[src/rtl/alu_concat_packer.sv]
// Streaming operand packer: gathers NUM operands of IN_W bits into one
// NUM*IN_W result word, with partial-word flush and a per-word operand count.
module alu_concat_packer #(
  parameter int IN_W      = 4,
  parameter int NUM       = 2,
  parameter bit LSB_FIRST = 1'b0
) (
  input  logic                         clk,
  input  logic                         rst_n,
  input  logic [IN_W-1:0]              in_data,
  input  logic                         in_valid,
  output logic                         in_ready,
  input  logic                         flush,
  output logic [NUM*IN_W-1:0]          out_data,
  output logic [$clog2(NUM+1)-1:0]     out_cnt,
  output logic                         out_valid,
  input  logic                         out_ready
);

  localparam int CW = $clog2(NUM+1);
  localparam int DW = NUM * IN_W;

  // Handshakes: a transfer happens on a rising edge where valid && ready.
  // in_ready depends only on internal state and out_ready, never on in_valid;
  // out_valid is registered and held until out_ready is seen.

  logic [DW-1:0] r_acc;
  logic [CW-1:0] r_cnt;
  logic          r_flush_pend;
  logic [DW-1:0] r_out_data;
  logic [CW-1:0] r_out_cnt;
  logic          r_out_valid;

  logic          w_out_free;
  logic          w_last;
  logic          w_accept;
  logic          w_complete;
  logic          w_service;
  logic          w_flush_set;
  logic [DW-1:0] w_acc_fill;

  assign w_out_free = !r_out_valid || out_ready;
  assign w_last     = (r_cnt == CW'(NUM - 1));
  // A pending flush freezes the partial word so nothing joins it.
  assign in_ready   = !r_flush_pend && (!w_last || w_out_free);
  assign w_accept   = in_valid && in_ready;
  assign w_complete = w_accept && w_last;
  assign w_service  = r_flush_pend && w_out_free && !w_accept;
  // A flush alongside a completing operand is moot: the word goes out full.
  assign w_flush_set = flush && !w_complete && ((r_cnt != '0) || w_accept);

  for (genvar k = 0; k < NUM; k++) begin : g_slot
    localparam int LO = (LSB_FIRST != 1'b0) ? k * IN_W : (NUM - 1 - k) * IN_W;
    assign w_acc_fill[LO +: IN_W] = (r_cnt == CW'(k)) ? in_data : r_acc[LO +: IN_W];
  end

  always_ff @(posedge clk or negedge rst_n) begin
    if (!rst_n) begin
      r_acc        <= '0;
      r_cnt        <= '0;
      r_flush_pend <= 1'b0;
      r_out_data   <= '0;
      r_out_cnt    <= '0;
      r_out_valid  <= 1'b0;
    end else if (w_complete) begin
      r_out_data  <= w_acc_fill;
      r_out_cnt   <= CW'(NUM);
      r_out_valid <= 1'b1;
      r_acc       <= '0;
      r_cnt       <= '0;
    end else if (w_service) begin
      r_out_data   <= r_acc;
      r_out_cnt    <= r_cnt;
      r_out_valid  <= 1'b1;
      r_acc        <= '0;
      r_cnt        <= '0;
      r_flush_pend <= 1'b0;
    end else begin
      if (w_accept) begin
        r_acc <= w_acc_fill;
        r_cnt <= r_cnt + CW'(1);
      end
      if (out_ready) begin
        r_out_valid <= 1'b0;
      end
      if (w_flush_set) begin
        r_flush_pend <= 1'b1;
      end
    end
  end

  assign out_data  = r_out_data;
  assign out_cnt   = r_out_cnt;
  assign out_valid = r_out_valid;

endmodule

[config.mk]
export PLATFORM = sky130hd
export DESIGN_NAME = alu_concat_packer
export DESIGN_NICKNAME = d
export VERILOG_FILES = /design/src/rtl/alu_concat_packer.sv
export SDC_FILE = /design/constraint.sdc
export NUM_CORES = 1
export LEC_CHECK = 0
export BUFFER_PORTS_ARGS = -buffer_cell sky130_fd_sc_hd__buf_4
export CAP_MARGIN = 20
export CORE_UTILIZATION = 41
export DETAILED_ROUTE_END_ITERATION = 12
export PLACE_DENSITY = 0.65
export SLEW_MARGIN = 10
export SYNTH_ARGS = -nofsm -noshare
export SYNTH_HDL_FRONTEND = slang
export SYNTH_SLANG_ARGS = --single-unit
[constraint.sdc]
create_clock -name clk -period 3.9 [get_ports clk]
set_input_delay 0.39 -clock clk [delete_from_list [all_inputs] [get_ports clk]]
set_output_delay 0.39 -clock clk [all_outputs]
set_load 0.1 [all_outputs]
Word level (Yosys, flattened, before mapping)
Index checks and enable logic that the tools add are counted.
{"block": "op_classes", "bitwise": 1, "n_mux": 17, "n_addsub": 1, "n_eq_ne": 1, "n_reduce_logical": 22}
{"operator": "$mux 8", "count": 5}
{"operator": "$mux 2", "count": 5}
{"operator": "$mux 4", "count": 2}
{"operator": "$logic_and 1x1->1", "count": 7}
{"operator": "$reduce_bool 2->1", "count": 3}
{"operator": "$reduce_bool 3->1", "count": 2}
{"operator": "$logic_not 1->1", "count": 5}
{"operator": "$mux 1", "count": 5}
{"operator": "$logic_or 1x1->1", "count": 3}
{"operator": "$add 2x1->2 const B", "count": 1}
{"operator": "$eq 2x1->1 const B", "count": 1}
{"operator": "$logic_not 2->1", "count": 1}
{"operator": "$reduce_and 2->1", "count": 1}
{"operator": "$not 1->1", "count": 1}
{"block": "totals", "out_inout_bits": 12, "regBits": 22, "word_cells": 48, "inputBits": 9}

Depth between registers and ports, before layout
Gate-level depths: netlist of run 1.
{"block": "depth", "word_depth": 11, "ltp_mapped": 6, "mapped_depth_nobuf": 5}

Worst setup path after synthesis of run 1
OpenSTA, ideal clock, no wires.
{"block": "synth_timing", "path_kind": "flip-flop to output port", "start": "register r_out_valid (netlist: out_valid)", "end": "output port in_ready", "n_path_buf": 1, "path_stages_with_launch": 4, "t_arrival_ns": 2.683, "t_required_ns": 3.510, "path_slack_ns": 0.827, "cell_sequence": "dfrtp_1 > nor2b_1 > buf_4 > a21oi_1"}
{"block": "synth_via", "elab_chain_cells": 4}
{"element": "from (decl)", "line_no": "32", "source": "logic r_out_valid;"}
{"element": "from (signal assigned)", "line_no": "64", "source": "r_out_valid <= 1'b0;"}
{"element": "from (signal assigned)", "line_no": "68", "source": "r_out_valid <= 1'b1;"}
{"element": "from (signal assigned)", "line_no": "74", "source": "r_out_valid <= 1'b1;"}
{"element": "$logic_not 1->1", "line_no": "42", "source": "assign w_out_free = !r_out_valid || out_ready;"}
{"element": "$logic_or 1x1->1", "line_no": "42"}
{"element": "$logic_or 1x1->1", "line_no": "45", "source": "assign in_ready = !r_flush_pend && (!w_last || w_out_free);"}
{"element": "$logic_and 1x1->1", "line_no": "45"}
{"element": "to (decl)", "line_no": "12", "source": "output logic in_ready,"}
Every way passes these cells.

Final worst setup path of run 1
Ends and elaborated chain as after synthesis.

==> results of run 1 <==
## worst paths after layout
check                               to       start  cells past startpoint  slack [ns]
max in group asynchronous   out_cnt[1]       rst_n                      2        3.18
hold / removal                r_acc[4]  in_data[0]                      2        0.31
hold reg to reg               r_acc[3]    r_acc[3]                      1        0.51
setup / recovery              in_ready   out_valid                      3        1.70
min in group asynchronous  out_data[1]       rst_n                      2        0.49
setup reg to reg           out_data[6]    r_cnt[1]                      5        2.10
## metal layers
metal | wire length (um) | vias to the layer above | global-route usage [%]
li1 | - | 429 | -
met4 | 12 | 0 | 9.40
met1 | 1210 | 420 | 27.7
met3 | 84 | 2 | 2.54
met2 | 1080 | 15 | 27.4
met5 | 0 | - | 0
## synth_stat cells, drive strengths merged
master / number
nor3: 2
o221a: 1
inv: 3
and3b: 4
o21ai: 1
buf: 4
nor2: 3
nor2b: 2
mux2: 1
o22a: 1
ha: 2
a221o: 4
nor4: 4
nand4bb: 1
clkbuf: 2
or3: 1
nand3: 5
a22oi: 1
and2: 5
dfrtp: 22
nand3b: 4
a32o: 1
a21oi: 2
o21a: 1
nand2b: 2
nand2: 10
a31oi: 4
nand4b: 4
o2bb2ai: 6
## logic make-up after synthesis
family | share of synthesized area, %
flops | 49.5
mux | 1.01
fa+ha+maj | 2.25
simple gates | 26.6
buf+inv | 4.28
compound gates | 16.3
## area by class of cell
| class | count | area share, % |
|---|---|---|
| Clock buffer | 4 | 2.77 |
| Sequential cell | 22 | 42.1 |
| Multi-Input combinational cell | 72 | 39.2 |
| Tap cell | 30 | 2.87 |
| Inverter | 3 | 0.860 |
| Timing Repair Buffer | 21 | 12.2 |
## worst max-delay path, stage by stage, from the launching register on
cell and delay (ns):
dfrtp_1 0.46, nor2b_1 0.58, a21oi_1 0.18, buf_4 0.28
## stage by stage
stage          utilization [%]  cell area [um2]  cells  setup WS [ns]  hold slack [ns]
6_report                  51.9             1310    152           1.70            0.314
5_1_grt                   51.9             1310    152           1.58            0.298
4_1_cts                   51.9             1310    152           1.69            0.302
3_5_place_dp              50.0             1260    147           2.00            0.301
3_3_place_gp              50.0             1260    147           2.04            0.293
2_1_floorplan                -             1110    103          0.827           0.0944
## state kept, by name, indices dropped and copies added, names as in the netlist
| register | count |
|---|---|
| out_cnt | 2 |
| r_cnt | 2 |
| r_acc | 8 |
| out_valid | 1 |
| r_flush_pend | 1 |
| out_data | 8 |
## timing repair
item	4_1_cts	5_1_grt
endpoints found under the hold margin	22	0
hold buffers	1	0
setup buffers	0	0
==> metrics, run 1 <==
RSZ-0062 raised after global routing no; CP startpoint kind flop; Clock Skew roughly 0.0025 ns; Worst Tran Pin Value 0.845 ns; fmax 454 MHz; quantity of gates resized following cts 0; Total GRT Usage approximately a fifth; Synth area leader dfrtp_1; FF+latch count, synth 22; IO buf count 20; Req. time, crit path between 3 and 4 ns; initial antenna violation count 0; die span in y around 54 um; Pins Over Slew Limit 0; CTS root buf clkbuf_4; Iteration-0 DRC Markers 18; share of cells above drive strength 1 between 20% and 30%; Final Hold Viols 0; setup tns final 0 ns; filler cell count around 250; synth warn 0; fin nets approximately 130; area of the multi-input gates roughly 510 um2; synthesized netlist cell count between 100 and 150; Rel. slew slack 43.7%; Initial Util ~44%; clock buffer count from CTS 3; Avg Vias per Cell about 5.7; CTS HTree Levels 1; commonest non-fill, non-tap cell in the layout dfrtp_1; Final Setup Violations 0; Site Rows 18; total core area 0.00252 mm2; die area slightly below 0.003 mm2; global-route wire length before repair slightly below 4 mm; HPWL after DPL ~1.7 mm; Pre-antenna DRT Iters 4; largest net degree at the start of global routing 31; Die W roughly 54 um; CP Max Fanout 9; Reg area 551 um2; area grow syn2layout 17.8%; vias in the first global route 834; Post-Syn Area 0.00111 mm2; syn_nets approximately 110; ant diodes 0; routability cong. roughly 0.76; Worst Hold Class in2reg; Detail Route Antenna Nets 0; nature of the critical path endpoint output pin; Crit Path Category reg2out; clk buf depth 2; most frequent cells in the layout dfrtp_1 (22), buf_4 (20), nand2_1 (10); gr ovfl total 0; TritonCTS Sinks 22; # Max-Cap Violations 0; post-layout minimum cycle time about 2.2 ns; worst skew pair latency around 0.3 ns; IO Pins 21; final wirelength approximately 2.4 mm; WP data arrival 1.81 ns; Synth cell types 32; area share of the largest cell type after synthesis 49.5%; final period utilization roughly 56%; WL/cell between 15 and 20 um; via count between 800 and 900; syn_area_per_cell around 11 um2; Reg clk slew, reported paths ~0.12 ns; status finished clean; TritonCTS clock tree built; ranking of synthesized cells by area dfrtp_1 (50%), o2bb2ai_1 (4.7%), a221o_1 (3.6%); DRC 0; Seq/Total Area, Yosys 49.5%
Power of run 1 is left out: the tool's default activity adds up to more than one toggle a clock period on the data nets, which glitch-free logic cannot reach.
==> run 2, diff against run 1 <==
Clock period 3.9 ns to 2.1 ns, I/O delays scaled along.
==> run 2 against run 1 <==
Wire length increased by 3.9%; highest routed layer unchanged; largest cell class unchanged; critical path depth is the same; sequential share of layout area decreased by 1.1 points; non-clock buffer count is 3 higher; first-iteration DRC count is 11% lower; worst hold slack got worse by 0.19 ns; sequential cell count unchanged; core utilization grew 1.4 points; die area unchanged; clock-buffer cell count stayed put.
==> metrics, run 2 (synthesis results as in run 1) <==
total core area 0.00252 mm2; share of cells above drive strength 1 roughly a quarter; HPWL after DPL approximately 1.8 mm; fmax between 500 and 600 MHz; Initial Util around 44%; # Max-Cap Violations 0; filler cell count between 200 and 250; die span in y around 54 um; most frequent cells in the layout buf_4 (23), dfrtp_1 (22), nand2_1 (10); routability cong. 0.792; FF-to-FF Start r_cnt[1]; fin util ~53%; worst skew pair latency about 0.31 ns; via count just under 900; CTS HTree Levels 1; slowest stage delay, CP roughly 0.47 ns; nature of the critical path endpoint output pin; TritonCTS Sinks 22; Hold Startpoint in_data[0]; Reg clk slew, reported paths about 0.12 ns; crit path max-delay cell type dfrtp_1; CTS root buf clkbuf_4; vias in the first global route around 840; Reg-to-Reg End out_data[7]; Pre-antenna DRT Iters 4; Worst Reg-to-Reg Cells 6; Detail Route Antenna Nets 0; clk buf depth 2; post-layout instance area 0.00135 mm2; ant diodes 0; DP Area ~0.0013 mm2; Rel. slew slack between 50 and 60%; crit path cell chain nor2b_2 -> a21oi_4 -> buf_4; DRC 0; Final Setup Violations 0; IO buf count 20; global-route wire length before repair between 4 and 5 mm; RSZ-0062 raised after global routing no; TritonCTS clock tree built; commonest non-fill, non-tap cell in the layout buf_4; CP Max Fanout 9; initial antenna violation count 0; die area between 0.002 and 0.003 mm2; Final Hold Viols 0; WP data arrival 1.60 ns; Hold Path End r_acc[4]; area grow syn2layout 21.1%; final period utilization 86.4%; post-layout minimum cycle time 1.81 ns; Req. time, crit path approximately 1.9 ns; clock buffer count from CTS 3; fin nets ~140; CP startpoint kind flop; Worst Hold Class in2reg; setup tns final 0 ns; Worst Hold Path Cells 2; Total GRT Usage roughly a fifth; flop-to-flop setup slack 0.39 ns; Worst Tran Pin Value 0.652 ns; largest net degree at the start of global routing 23; WL/cell ~16 um; Iteration-0 DRC Markers 16; status finished clean; final wirelength 2.48 mm; gr ovfl total 0; IO Pins 21; Clock Skew ~0.00078 ns; Die W 54.1 um; Site Rows 18; Avg Vias per Cell around 5.7; Pins Over Slew Limit 0; Crit Path Category reg2out
[run 2: cell types whose count changed in the layout (fill, tap and decap cells not counted), sizes merged]
cell  change
buf       +3
[run 2: repair_timing]
action | in CTS | in global routing
endpoints found under the setup margin | 0 | 1
resized for setup | 0 | 1
hold buffers | 1 | 0
endpoints found under the hold margin | 22 | 0
setup buffers | 0 | 0
[run 2: layout make-up]
type                       count  area, um2  area share, %
sequential                    22        551           40.9
multi-input combinational     72        527           39.2
timing repair buffer          24        183           13.6
tap                           30       37.5           2.79
clock buffer                   4       36.3           2.70
inverter                       3       11.3          0.837
[run 2: critical path: cells and delay by family, from the launching register on]
family / cells / cell delay (ns)
buf+inv: 1 / 0.26
simple gates: 1 / 0.47
flops: 1 / 0.47
compound gates: 1 / 0.09
[run 2: routing by layer]
metal  share of wire, %  track usage, %  vias to the layer above
met1                 50            27.6                      427
li1                   -               -                      426
met5                  0               0                        -
met3                3.4            2.82                        5
met2                 45            28.4                       19
met4                1.9            8.97                        0
[run 2: worst max-delay path by stage]
| stage | startpoint | endpoint | slack (ns) | cells past startpoint |
|---|---|---|---|---|
| 5_1_grt | out_valid | in_ready | 0.21 | 3 |
| 6_report | out_valid | in_ready | 0.29 | 3 |
| 3_3_place_gp | out_valid | out_data[5] | 0.45 | 3 |
| 2_1_floorplan | out_valid | in_ready | 0.13 | 3 |
| 4_1_cts | out_valid | in_ready | 0.08 | 3 |
| 3_5_place_dp | out_valid | out_data[6] | 0.40 | 3 |
[run 2: metrics by stage]
step	hold WS (ns)	std cells	setup WS, ns
global placement	0.111	150	0.446
global route	0.122	155	0.210
detailed placement	0.116	150	0.401
finish	0.127	155	0.286
CTS	0.118	155	0.0840
floorplan	-0.0856	103	0.125
Power of run 2 is left out for the same reason.
